--- config.mk ---
export PLATFORM = sky130hd
export DESIGN_NAME = imem_boot_loader
export DESIGN_NICKNAME = d
export VERILOG_FILES = /design/src/rtl/imem_boot_loader.sv
export SDC_FILE = /design/constraint.sdc
export NUM_CORES = 1
export LEC_CHECK = 0
export BUFFER_PORTS_ARGS = -buffer_cell sky130_fd_sc_hd__buf_4
export CAP_MARGIN = 20
export CORE_UTILIZATION = 40
export DETAILED_ROUTE_END_ITERATION = 6
export PLACE_DENSITY = 0.64
export SETUP_SLACK_MARGIN = 0.4
export SLEW_MARGIN = 20
export SYNTH_ARGS = -nofsm -noshare
export SYNTH_HDL_FRONTEND = slang
export SYNTH_SLANG_ARGS = --single-unit
--- constraint.sdc ---
create_clock -name i_clk -period 3.08 [get_ports i_clk]
set_clock_uncertainty 0.15 [all_clocks]
set_input_delay 0.308 -clock i_clk [delete_from_list [all_inputs] [get_ports i_clk]]
set_output_delay 0.308 -clock i_clk [all_outputs]
set_load 0.05 [all_outputs]
--- src/rtl/imem_boot_loader.sv ---
// imem_boot_loader
// Receives a byte stream (16-bit LE word count, count*4 LE data bytes, one
// XOR checksum byte), writes each assembled 32-bit word into IMEM and
// releases the core from reset once the checksum matches.
// ADDR_WIDTH is expected to lie in 1..16 because the word count is 16 bits.

module imem_boot_loader #(
    parameter int ADDR_WIDTH = 10
) (
    input  logic        i_clk,
    input  logic        i_rst_n,
    input  logic        i_in_valid,
    input  logic [7:0]  i_in_data,
    output logic        o_in_ready,
    output logic        o_imem_we,
    output logic [31:0] o_imem_waddr,
    output logic [31:0] o_imem_wdata,
    output logic        o_core_rst_n,
    output logic        o_load_done,
    output logic        o_load_error
);

    // Capacity in words; 17 bits so that 2**16 is representable.
    localparam logic [16:0] MAX_WORDS = 17'd1 << ADDR_WIDTH;

    typedef enum logic [2:0] {
        S_IDLE   = 3'd0,
        S_HDR_LO = 3'd1,
        S_HDR_HI = 3'd2,
        S_DATA   = 3'd3,
        S_WRITE  = 3'd4,
        S_CHK    = 3'd5,
        S_DONE   = 3'd6,
        S_ERROR  = 3'd7
    } state_t;

    state_t                  r_state;
    state_t                  w_state_next;

    logic [15:0]             r_count;
    logic [1:0]              r_byte_cnt;
    logic [ADDR_WIDTH-1:0]   r_word_idx;
    logic [7:0]              r_xor_acc;
    logic [31:0]             r_word;

    logic                    w_xfer;
    logic [15:0]             w_count_hdr;
    logic [16:0]             w_idx_plus1;
    logic [31:0]             w_word_asm;

    logic                    w_in_ready_next;
    logic                    w_imem_we_next;
    logic [31:0]             w_imem_waddr_next;
    logic [31:0]             w_imem_wdata_next;
    logic                    w_core_rst_n_next;
    logic                    w_load_done_next;
    logic                    w_load_error_next;

    // A byte moves only when the registered ready coincides with valid.
    assign w_xfer      = i_in_valid && o_in_ready;
    // Full count as it will be once the high header byte is latched.
    assign w_count_hdr = {i_in_data, r_count[7:0]};
    // Widened so the compare against count cannot wrap at MAX_WORDS.
    assign w_idx_plus1 = 17'(r_word_idx) + 17'd1;

    // Word as it will look after the current byte lands in lane r_byte_cnt.
    generate
        for (genvar gi = 0; gi < 4; gi++) begin : g_lane
            assign w_word_asm[gi*8 +: 8] =
                (w_xfer && (r_byte_cnt == 2'(gi))) ? i_in_data : r_word[gi*8 +: 8];
        end
    endgenerate

    // State register.
    always_ff @(posedge i_clk or negedge i_rst_n) begin
        if (!i_rst_n) begin
            r_state <= S_IDLE;
        end else begin
            r_state <= w_state_next;
        end
    end

    // Next-state logic.
    always_comb begin
        w_state_next = r_state;
        case (r_state)
            S_IDLE:   w_state_next = S_HDR_LO;
            S_HDR_LO: if (w_xfer) w_state_next = S_HDR_HI;
            S_HDR_HI: begin
                if (w_xfer) begin
                    if (w_count_hdr == 16'd0)
                        w_state_next = S_CHK;
                    else if (17'(w_count_hdr) > MAX_WORDS)
                        w_state_next = S_ERROR;
                    else
                        w_state_next = S_DATA;
                end
            end
            S_DATA:   if (w_xfer && (r_byte_cnt == 2'd3)) w_state_next = S_WRITE;
            S_WRITE: begin
                if (w_idx_plus1 == {1'b0, r_count})
                    w_state_next = S_CHK;
                else
                    w_state_next = S_DATA;
            end
            S_CHK: begin
                if (w_xfer)
                    w_state_next = (i_in_data == r_xor_acc) ? S_DONE : S_ERROR;
            end
            S_DONE:   w_state_next = S_DONE;
            S_ERROR:  w_state_next = S_ERROR;
            default:  w_state_next = S_IDLE;
        endcase
    end

    // Output decode from the next state so every output is registered and
    // changes on the same edge that enters the state.
    always_comb begin
        w_in_ready_next   = (w_state_next == S_HDR_LO) || (w_state_next == S_HDR_HI) ||
                            (w_state_next == S_DATA)   || (w_state_next == S_CHK);
        w_imem_we_next    = (w_state_next == S_WRITE);
        w_core_rst_n_next = (w_state_next == S_DONE);
        w_load_done_next  = (w_state_next == S_DONE);
        w_load_error_next = (w_state_next == S_ERROR);
        w_imem_waddr_next = o_imem_waddr;
        w_imem_wdata_next = o_imem_wdata;
        // WRITE is only ever entered from DATA on the 4th byte of a word.
        if (w_state_next == S_WRITE) begin
            w_imem_waddr_next = 32'({r_word_idx, 2'b00});
            w_imem_wdata_next = w_word_asm;
        end
    end

    // Output registers; reset forces the core back into reset at once.
    always_ff @(posedge i_clk or negedge i_rst_n) begin
        if (!i_rst_n) begin
            o_in_ready   <= 1'b0;
            o_imem_we    <= 1'b0;
            o_imem_waddr <= 32'd0;
            o_imem_wdata <= 32'd0;
            o_core_rst_n <= 1'b0;
            o_load_done  <= 1'b0;
            o_load_error <= 1'b0;
        end else begin
            o_in_ready   <= w_in_ready_next;
            o_imem_we    <= w_imem_we_next;
            o_imem_waddr <= w_imem_waddr_next;
            o_imem_wdata <= w_imem_wdata_next;
            o_core_rst_n <= w_core_rst_n_next;
            o_load_done  <= w_load_done_next;
            o_load_error <= w_load_error_next;
        end
    end

    // Datapath: header latch, word assembly, checksum and word index.
    always_ff @(posedge i_clk or negedge i_rst_n) begin
        if (!i_rst_n) begin
            r_count    <= 16'd0;
            r_byte_cnt <= 2'd0;
            r_word_idx <= '0;
            r_xor_acc  <= 8'd0;
            r_word     <= 32'd0;
        end else begin
            case (r_state)
                S_HDR_LO: if (w_xfer) r_count[7:0]  <= i_in_data;
                S_HDR_HI: if (w_xfer) r_count[15:8] <= i_in_data;
                S_DATA: begin
                    if (w_xfer) begin
                        r_word     <= w_word_asm;
                        r_xor_acc  <= r_xor_acc ^ i_in_data;
                        r_byte_cnt <= r_byte_cnt + 2'd1;
                    end
                end
                S_WRITE:  r_word_idx <= w_idx_plus1[ADDR_WIDTH-1:0];
                default:  ;
            endcase
        end
    end

endmodule

==> results of run 1 <==
[timing repair]
action	4_1_cts	5_1_grt
endpoints found under the setup margin	0	2
hold endpoints to repair	50	0
resized for setup	0	1
hold buffers	1	0
setup buffers	0	0
[critical path: cells and delay by family (launching register included)]
family          cells  cell delay (ns)
compound gates      3             1.04
flops               1             0.50
simple gates        3             0.80
[per-layer routing]
layer	up-vias	global-route usage [%]	share of wire (%)
li1	1650	-	-
met1	1760	23.2	47
met2	72	28.5	48
met3	15	3.03	3.4
met4	0	6.50	1.5
met5	-	0	0
[state kept, by name (all words and copies together), names as in the netlist]
signal and count:
o_imem_wdata 32, r_word 24, r_count 16, o_imem_waddr 10
r_word_idx 10, r_xor_acc 8, r_state 3, r_byte_cnt 2
o_imem_we 1, o_in_ready 1, o_load_done 1, o_load_error 1
[worst paths after layout]
path                                  start          endpoint  slack [ns]  cells past startpoint
max                           r_word_idx[2]        r_state[2]        0.49                      6
min                            i_in_data[0]  o_imem_wdata[24]        0.13                      3
max reg2reg                   r_word_idx[2]        r_state[2]        0.49                      6
min reg2reg                o_imem_wdata[28]  o_imem_wdata[28]        0.33                      2
max in group asynchronous           i_rst_n     r_word_idx[0]        1.52                      3
min in group asynchronous           i_rst_n     r_word_idx[8]        0.39                      2
[cell families (layout without fill, tap and decap cells)]
logic type / Yosys count / in the layout / synth area share [%]
other: 1 / 22 / 0.0726
buffers and inverters: 56 / 88 / 6.13
AO/OA/AOI/OAI: 46 / 46 / 5.23
XOR/XNOR: 38 / 38 / 6.44
flip-flops: 109 / 109 / 52.8
adder cells (fa/ha/maj): 5 / 5 / 1.21
multiplexers: 66 / 66 / 13.8
AND/OR/NAND/NOR: 157 / 157 / 14.3
[placed cells by master (no fill, tap or decap), drive strengths merged, types with 2 or more instances in the layout]
master   Yosys  routed
nor2b        3       3
nor4         5       5
clkbuf      22      10
nor2        16      16
mux2        42      42
mux2i       24      24
and3         2       2
conb         1      22
o21ai       29      29
or3b         2       2
xnor2       24      24
dfrtp      109     109
buf         27      65
nand4        5       5
inv          6       7
ha           5       5
clkinv       1       4
a21oi        7       7
nand3        6       6
and2         3       3
nor3         8       8
a2111oi      2       2
nand2       96      96
or3          4       4
xor2        14      14
[metrics by stage]
stage	total power (uW)	cells	util [%]	hold slack [ns]
after floorplan	3890	499	-	-0.138
after global placement	4410	687	44.8	0.224
after detailed placement	4490	687	44.8	0.236
after CTS	5650	703	47.2	0.123
after global routing	5930	703	47.2	0.134
final	5600	703	47.2	0.132
[layout make-up]
type	instances	area [um2]
clock buffers	10	229
inverters	7	26.3
well taps	172	215
flip-flops and latches	109	2730
fillers	1219	6660
multi-input cells	334	2200
clock inverters	5	61.3
repair buffers	66	498
[power groups by stage]
stage          clock [uW]  sequential, uW  combinational [uW]
2_1_floorplan           0            2790                1100
3_3_place_gp            0            2330                2090
3_5_place_dp            0            2350                2140
4_1_cts              1170            2330                2140
5_1_grt              1220            2410                2300
6_report             1140            2340                2120
==> impl_metrics.csv, run 1 <==
group,metric,value,unit
run_status,status,"completed",
sta,post-route-min-period,2.59,ns
clock_network,clockBufferDepth,2,
clock_network,cts_buffers,9,
sta,tns,0,ns
job,maxCapViolCount,0,
yosys,synth_area_leaders,"dfrtp_1 53%, mux2_2 9.2%, nand2_1 6.8%, mux2i_1 4.7%, xnor2_1 4.1%",
die,core_area,12600,um2
setup_path,start_kind,"register",
sta,tightest_slew,0.683,ns
yosys,yosysMostFrequentCell,"dfrtp_1",
sta,slew_headroom,53.3,%
placed_design,io_buffers,57,
setup_path,path_class,"reg -> reg",
die,die_w,116,um
clock_network,clock_sinks,109,
routing,drtAntennaViolNets,0,
die,dieArea,13400,um2
setup_path,critPathSlowestCell,"a2111oi_0",
sta,rsz0062_at_grt,"no",
placed_design,dp_slack,0.564,ns
routing,wl,10700,um
yosys,yosysWarningCount,0,
pwr,p_leak,0.00292,uW
pwr,intPower,3400,uW
routing,vias,3497,
cells_and_area,syn2layout_area_growth,15.4,%
setup_path,path_cells,"nand3_2, or3_4, and3_2, a2111oi_0, a2111oi_2, o31a_1",
yosys,postSynthCellCount,478,
yosys,synthesis.area_per_instance,10.8,um2
placed_design,place_area,5660,um2
clock_network,cts_tree,"built",
die,ioPinCount,80,
yosys,yosysSeqAreaShare,52.8,%
routing,drtIter0Drc,118,
clock_network,clk_pin_slew,0.07,ns
pwr,netSwitchingFraction,39.3,%
pwr,seq_power_share,41.7,%
sta,setup_viol,0,
global_routing,grt_overflow,0,
cells_and_area,n_antenna_cell,0,
routing,viasPerCell,4.97,
die,start_util,40.9,%
die,die_h,116,um
yosys,synth_top_area_share,52.8,%
sta,worst_slack,0.488,ns
yosys,synth_top_area_cell,"dfrtp_1",
pwr,clockPowerShare,20.4,%
placed_design,gp_congestion,0.830,
setup_path,cp_max_fo,7,
pwr,p_switching,2210,uW
clock_network,h-tree-depth,3,
global_routing,grt_pass1_vias,3470,
setup_path,critPathCaptureType,"register",
yosys,async_flop_share,100,%
yosys,synth_area,5160,um2
yosys,ys_seq_elements,109,
pwr,p_comb_share,37.9,%
setup_path,crit_arrival,2.67,ns
sta,max_freq,386,MHz
cells_and_area,final_net_count,543,
yosys,ys.flop_type,"dfrtp_1",
global_routing,track_usage,17.4,%
placed_design,dpl.hpwl,7340,um
sta,min_period_over_period,84.2,%
clock_network,clkLatencyLatePin,0.35,ns
pwr,max-vdd-ir-drop,499,uV
routing,firstDrtPassIters,4,
sta,drv_slew,0,
sta,hold_viol_final,0,
pwr,p_per_area,940,nW/um2
setup_path,cp_slowest_stage_delay,0.63,ns
yosys,synth_edf_count,0,
cells_and_area,drive_gt1_share,25.8,%
yosys,synth.distinct_cells,51,
hold_path,worstHoldPathType,"in -> reg",
clock_network,cts_root_buffer,"clkbuf_16",
yosys,synth_common_cells,"109 x dfrtp_1, 94 x nand2_1, 42 x mux2_2",
cells_and_area,stdcell_area,5960,um2
global_routing,grt_pass1_wl,17700,um
die,row_count,41,
routing,drc,0,
global_routing,grt_max_degree,53,
setup_path,required,3.16,ns
routing,wl_per_cell,15.3,um
global_routing,antenna_found_initial,0,
(Power assumes the default switching activity.)
==> run 2, diff against run 1 <==
--- a/config.mk
+++ b/config.mk
@@ -5,11 +5,12 @@
 export SDC_FILE = /design/constraint.sdc
 export NUM_CORES = 1
 export LEC_CHECK = 0
+export ABC_AREA = 1
 export BUFFER_PORTS_ARGS = -buffer_cell sky130_fd_sc_hd__buf_4
 export CAP_MARGIN = 20
 export CORE_UTILIZATION = 40
 export DETAILED_ROUTE_END_ITERATION = 6
-export PLACE_DENSITY = 0.64
+export PLACE_DENSITY = 0.63
 export SETUP_SLACK_MARGIN = 0.4
 export SLEW_MARGIN = 20
 export SYNTH_ARGS = -nofsm -noshare
==> constraint.sdc (replaced) <==
create_clock -name i_clk -period 2.6 [get_ports i_clk]
set_clock_uncertainty 0.15 [all_clocks]
set_input_delay 0.26 -clock i_clk [delete_from_list [all_inputs] [get_ports i_clk]]
set_output_delay 0.26 -clock i_clk [all_outputs]
set_load 0.05 [all_outputs]
==> run 2 against run 1 <==
Area after synthesis grew 11%. Count of clock-buffer cells in the layout increased by 14. Via count rose by 35%. Die area increased by 11%. Hold slack worse by 0.10 ns. Wire length rose by 22%. Final cell count increased by 42%. Combinational power up 49%. Sequential cell count up 8. Critical path type unchanged. Critical endpoint is now o_in_ready. Largest cell class unchanged. Highest routed layer unchanged.
==> impl_metrics.csv, run 2 <==
group,metric,value,unit
yosys,yosysMostFrequentCell,"nand2_1",
yosys,synth_area,5720,um2
clock_network,clk_pin_slew,0.05,ns
routing,firstDrtPassIters,5,
cells_and_area,drive_gt1_share,17.0,%
cells_and_area,syn2layout_area_growth,23.2,%
setup_path,setup.worst_path.end,"o_in_ready",
setup_path,crit_buf_inv,1,
setup_path,start_kind,"register",
global_routing,grt_pass1_vias,4276,
yosys,yosysWarningCount,0,
hold_path,worstHoldPathType,"in -> reg",
die,ioPinCount,80,
clock_network,cts_tree,"built",
setup_path,reg2reg_depth,15,
clock_network,h-tree-depth,4,
cells_and_area,stdcell_area,7050,um2
yosys,ys.flop_type,"dfrtp_1",
routing,viasPerCell,4.73,
global_routing,track_usage,19.1,%
yosys,synth_top_area_share,51.2,%
sta,max_freq,494,MHz
routing,drtAntennaViolNets,0,
die,die_w,122,um
sta,drv_slew,0,
setup_path,critPathSlowestCell,"dfrtp_2",
cells_and_area,final_net_count,823,
cells_and_area,utilization,50.6,%
routing,wl_per_cell,13.1,um
routing,wl,13100,um
setup_path,cp_slowest_stage_delay,0.45,ns
setup_path,worst_r2r_endpoint,"o_in_ready",
die,row_count,43,
clock_network,clkLatencyLatePin,0.41,ns
setup_path,critical-path-top-delay-family,"simple AND/OR/NAND/NOR gates",
sta,hold_viol_final,0,
run_status,status,"completed",
setup_path,cp_common_cell,"nand2_1",
yosys,async_flop_share,100,%
die,dieArea,14800,um2
setup_path,cp_max_fo,5,
setup_path,path_cells,"ha_4, nand2_4, nand2_1, nand2_1, nand2_1, inv_1, nand2_1, nor2_2, nand3_1, nor2_2, nand3_1, nand2_1, nand2_1, nand3_2, nand2_2",
sta,rsz0062_at_grt,"no",
job,maxCapViolCount,0,
routing,drtIter0Drc,319,
placed_design,io_buffers,57,
die,start_util,41.1,%
yosys,synth_common_cells,"344 x nand2_1, 117 x dfrtp_1, 67 x o21ai_0",
setup_path,path_class,"reg -> reg",
pwr,p_per_area,1230,nW/um2
sta,slew_headroom,44.5,%
placed_design,dp_slack,0.449,ns
yosys,postSynthCellCount,739,
yosys,yosysSeqAreaShare,51.2,%
cells_and_area,final_cell_mix,"342 x nand2_1, 114 x dfrtp_1, 72 x buf_4",
cells_and_area,n_antenna_cell,0,
sta,post-route-min-period,2.03,ns
pwr,p_leak,0.00374,uW
sta,tns,0,ns
global_routing,grt_overflow,0,
sta,min_period_over_period,77.9,%
yosys,synth_area_leaders,"dfrtp_1 51%, nand2_1 23%, o21ai_0 5.9%, buf_4 3.1%, inv_1 3.1%",
clock_network,cts_buffers,17,
yosys,synth.distinct_cells,31,
yosys,synthesis.area_per_instance,7.74,um2
global_routing,antenna_found_initial,0,
die,core_area,13900,um2
clock_network,cts_root_buffer,"clkbuf_16",
setup_path,crit_arrival,2.17,ns
global_routing,grt_pass1_wl,21400,um
yosys,synth_edf_count,0,
yosys,ys_seq_elements,117,
clock_network,clockBufferDepth,2,
cells_and_area,mostFrequentLayoutCell,"nand2_1",
setup_path,cp.depth,15,
placed_design,dpl.hpwl,8500,um
sta,fin_hold_ws,0.0296,ns
routing,drc,0,
setup_path,required,2.75,ns
cells_and_area,top_regs,"o_imem_wdata x32, r_word x32, r_count x16",
setup_path,reg2reg_slack,0.57,ns
clock_network,clock_sinks,117,
sta,tightest_slew,0.832,ns
setup_path,critPathCaptureType,"register",
yosys,synth_top_area_cell,"dfrtp_1",
pwr,max-vdd-ir-drop,641,uV
placed_design,place_area,6290,um2
sta,setup_viol,0,
setup_path,rr_startpoint,"r_word_idx[0]",
global_routing,grt_max_degree,118,
routing,vias,4730,
die,die_h,122,um
placed_design,gp_congestion,0.804,
setup_path,cp-startpoint,"r_word_idx[0]",
sta,worst_slack,0.575,ns
run 2: how the worst min path moves through the flow:
| stage | from | endpoint | slack, ns | cells after the start |
|---|---|---|---|---|
| 2_1_floorplan | i_rst_n | o_imem_waddr[10] | -0.19 | 0 |
| 3_3_place_gp | i_rst_n | o_imem_waddr[2] | 0.26 | 2 |
| 3_5_place_dp | i_rst_n | o_imem_waddr[4] | 0.26 | 2 |
| 4_1_cts | i_in_data[2] | r_xor_acc[2] | 0.02 | 4 |
| 5_1_grt | i_in_data[6] | r_xor_acc[6] | 0.03 | 4 |
| 6_report | i_in_data[4] | r_xor_acc[4] | 0.03 | 4 |
run 2: cells by family (layout without fill, tap and decap cells):
kind of cell,count (synthesis),count (layout),share of synthesized area (%)
other cells,1,22,0.0655
compound gates,79,79,7.11
buf+inv,100,160,8.20
simple gates,426,426,30.7
flops,117,117,51.2
xor+xnor,11,11,1.68
fa+ha+maj,5,5,1.09
run 2: tightest hold or removal path, stage by stage:
cell     delay (ns)
buf_4          0.10
xor2_1         0.07
nand2_1        0.06
nand2_1        0.05
run 2: final cells by class:
cell class	count	area, um2
fillers	1350	6880
flip-flops and latches	117	2930
multi-input cells	543	2450
repair buffers	75	581
clock buffers	24	502
well taps	180	225
inverters	53	199
clock inverters	8	168
run 2: where the power goes:
part	leakage (uW)	switching (uW)	internal (uW)
logic	0.00185	2140	1010
registers	0.00157	428	2460
clock network	0.000326	806	1820
total	0.00374	3370	5290
run 2: timing repair:
item,4_1_cts,5_1_grt
hold endpoints to repair,118,0
buffers inserted,0,4
hold buffers,2,0
resized for setup,0,12
endpoints found under the setup margin,0,4
run 2: through the flow:
step,total power [uW],std cells
after floorplan,5130,760
after global placement,5900,962
after detailed placement,5930,962
after CTS,8610,996
after global routing,9230,1000
final,8660,1000
run 2: routing by layer:
layer	global-route usage, %	share of wire (%)	vias up
li1	-	-	2404
met5	0	0	-
met1	25.2	48	2208
met4	6.56	1.1	0
met2	30.7	48	107
met3	4.54	3.4	11
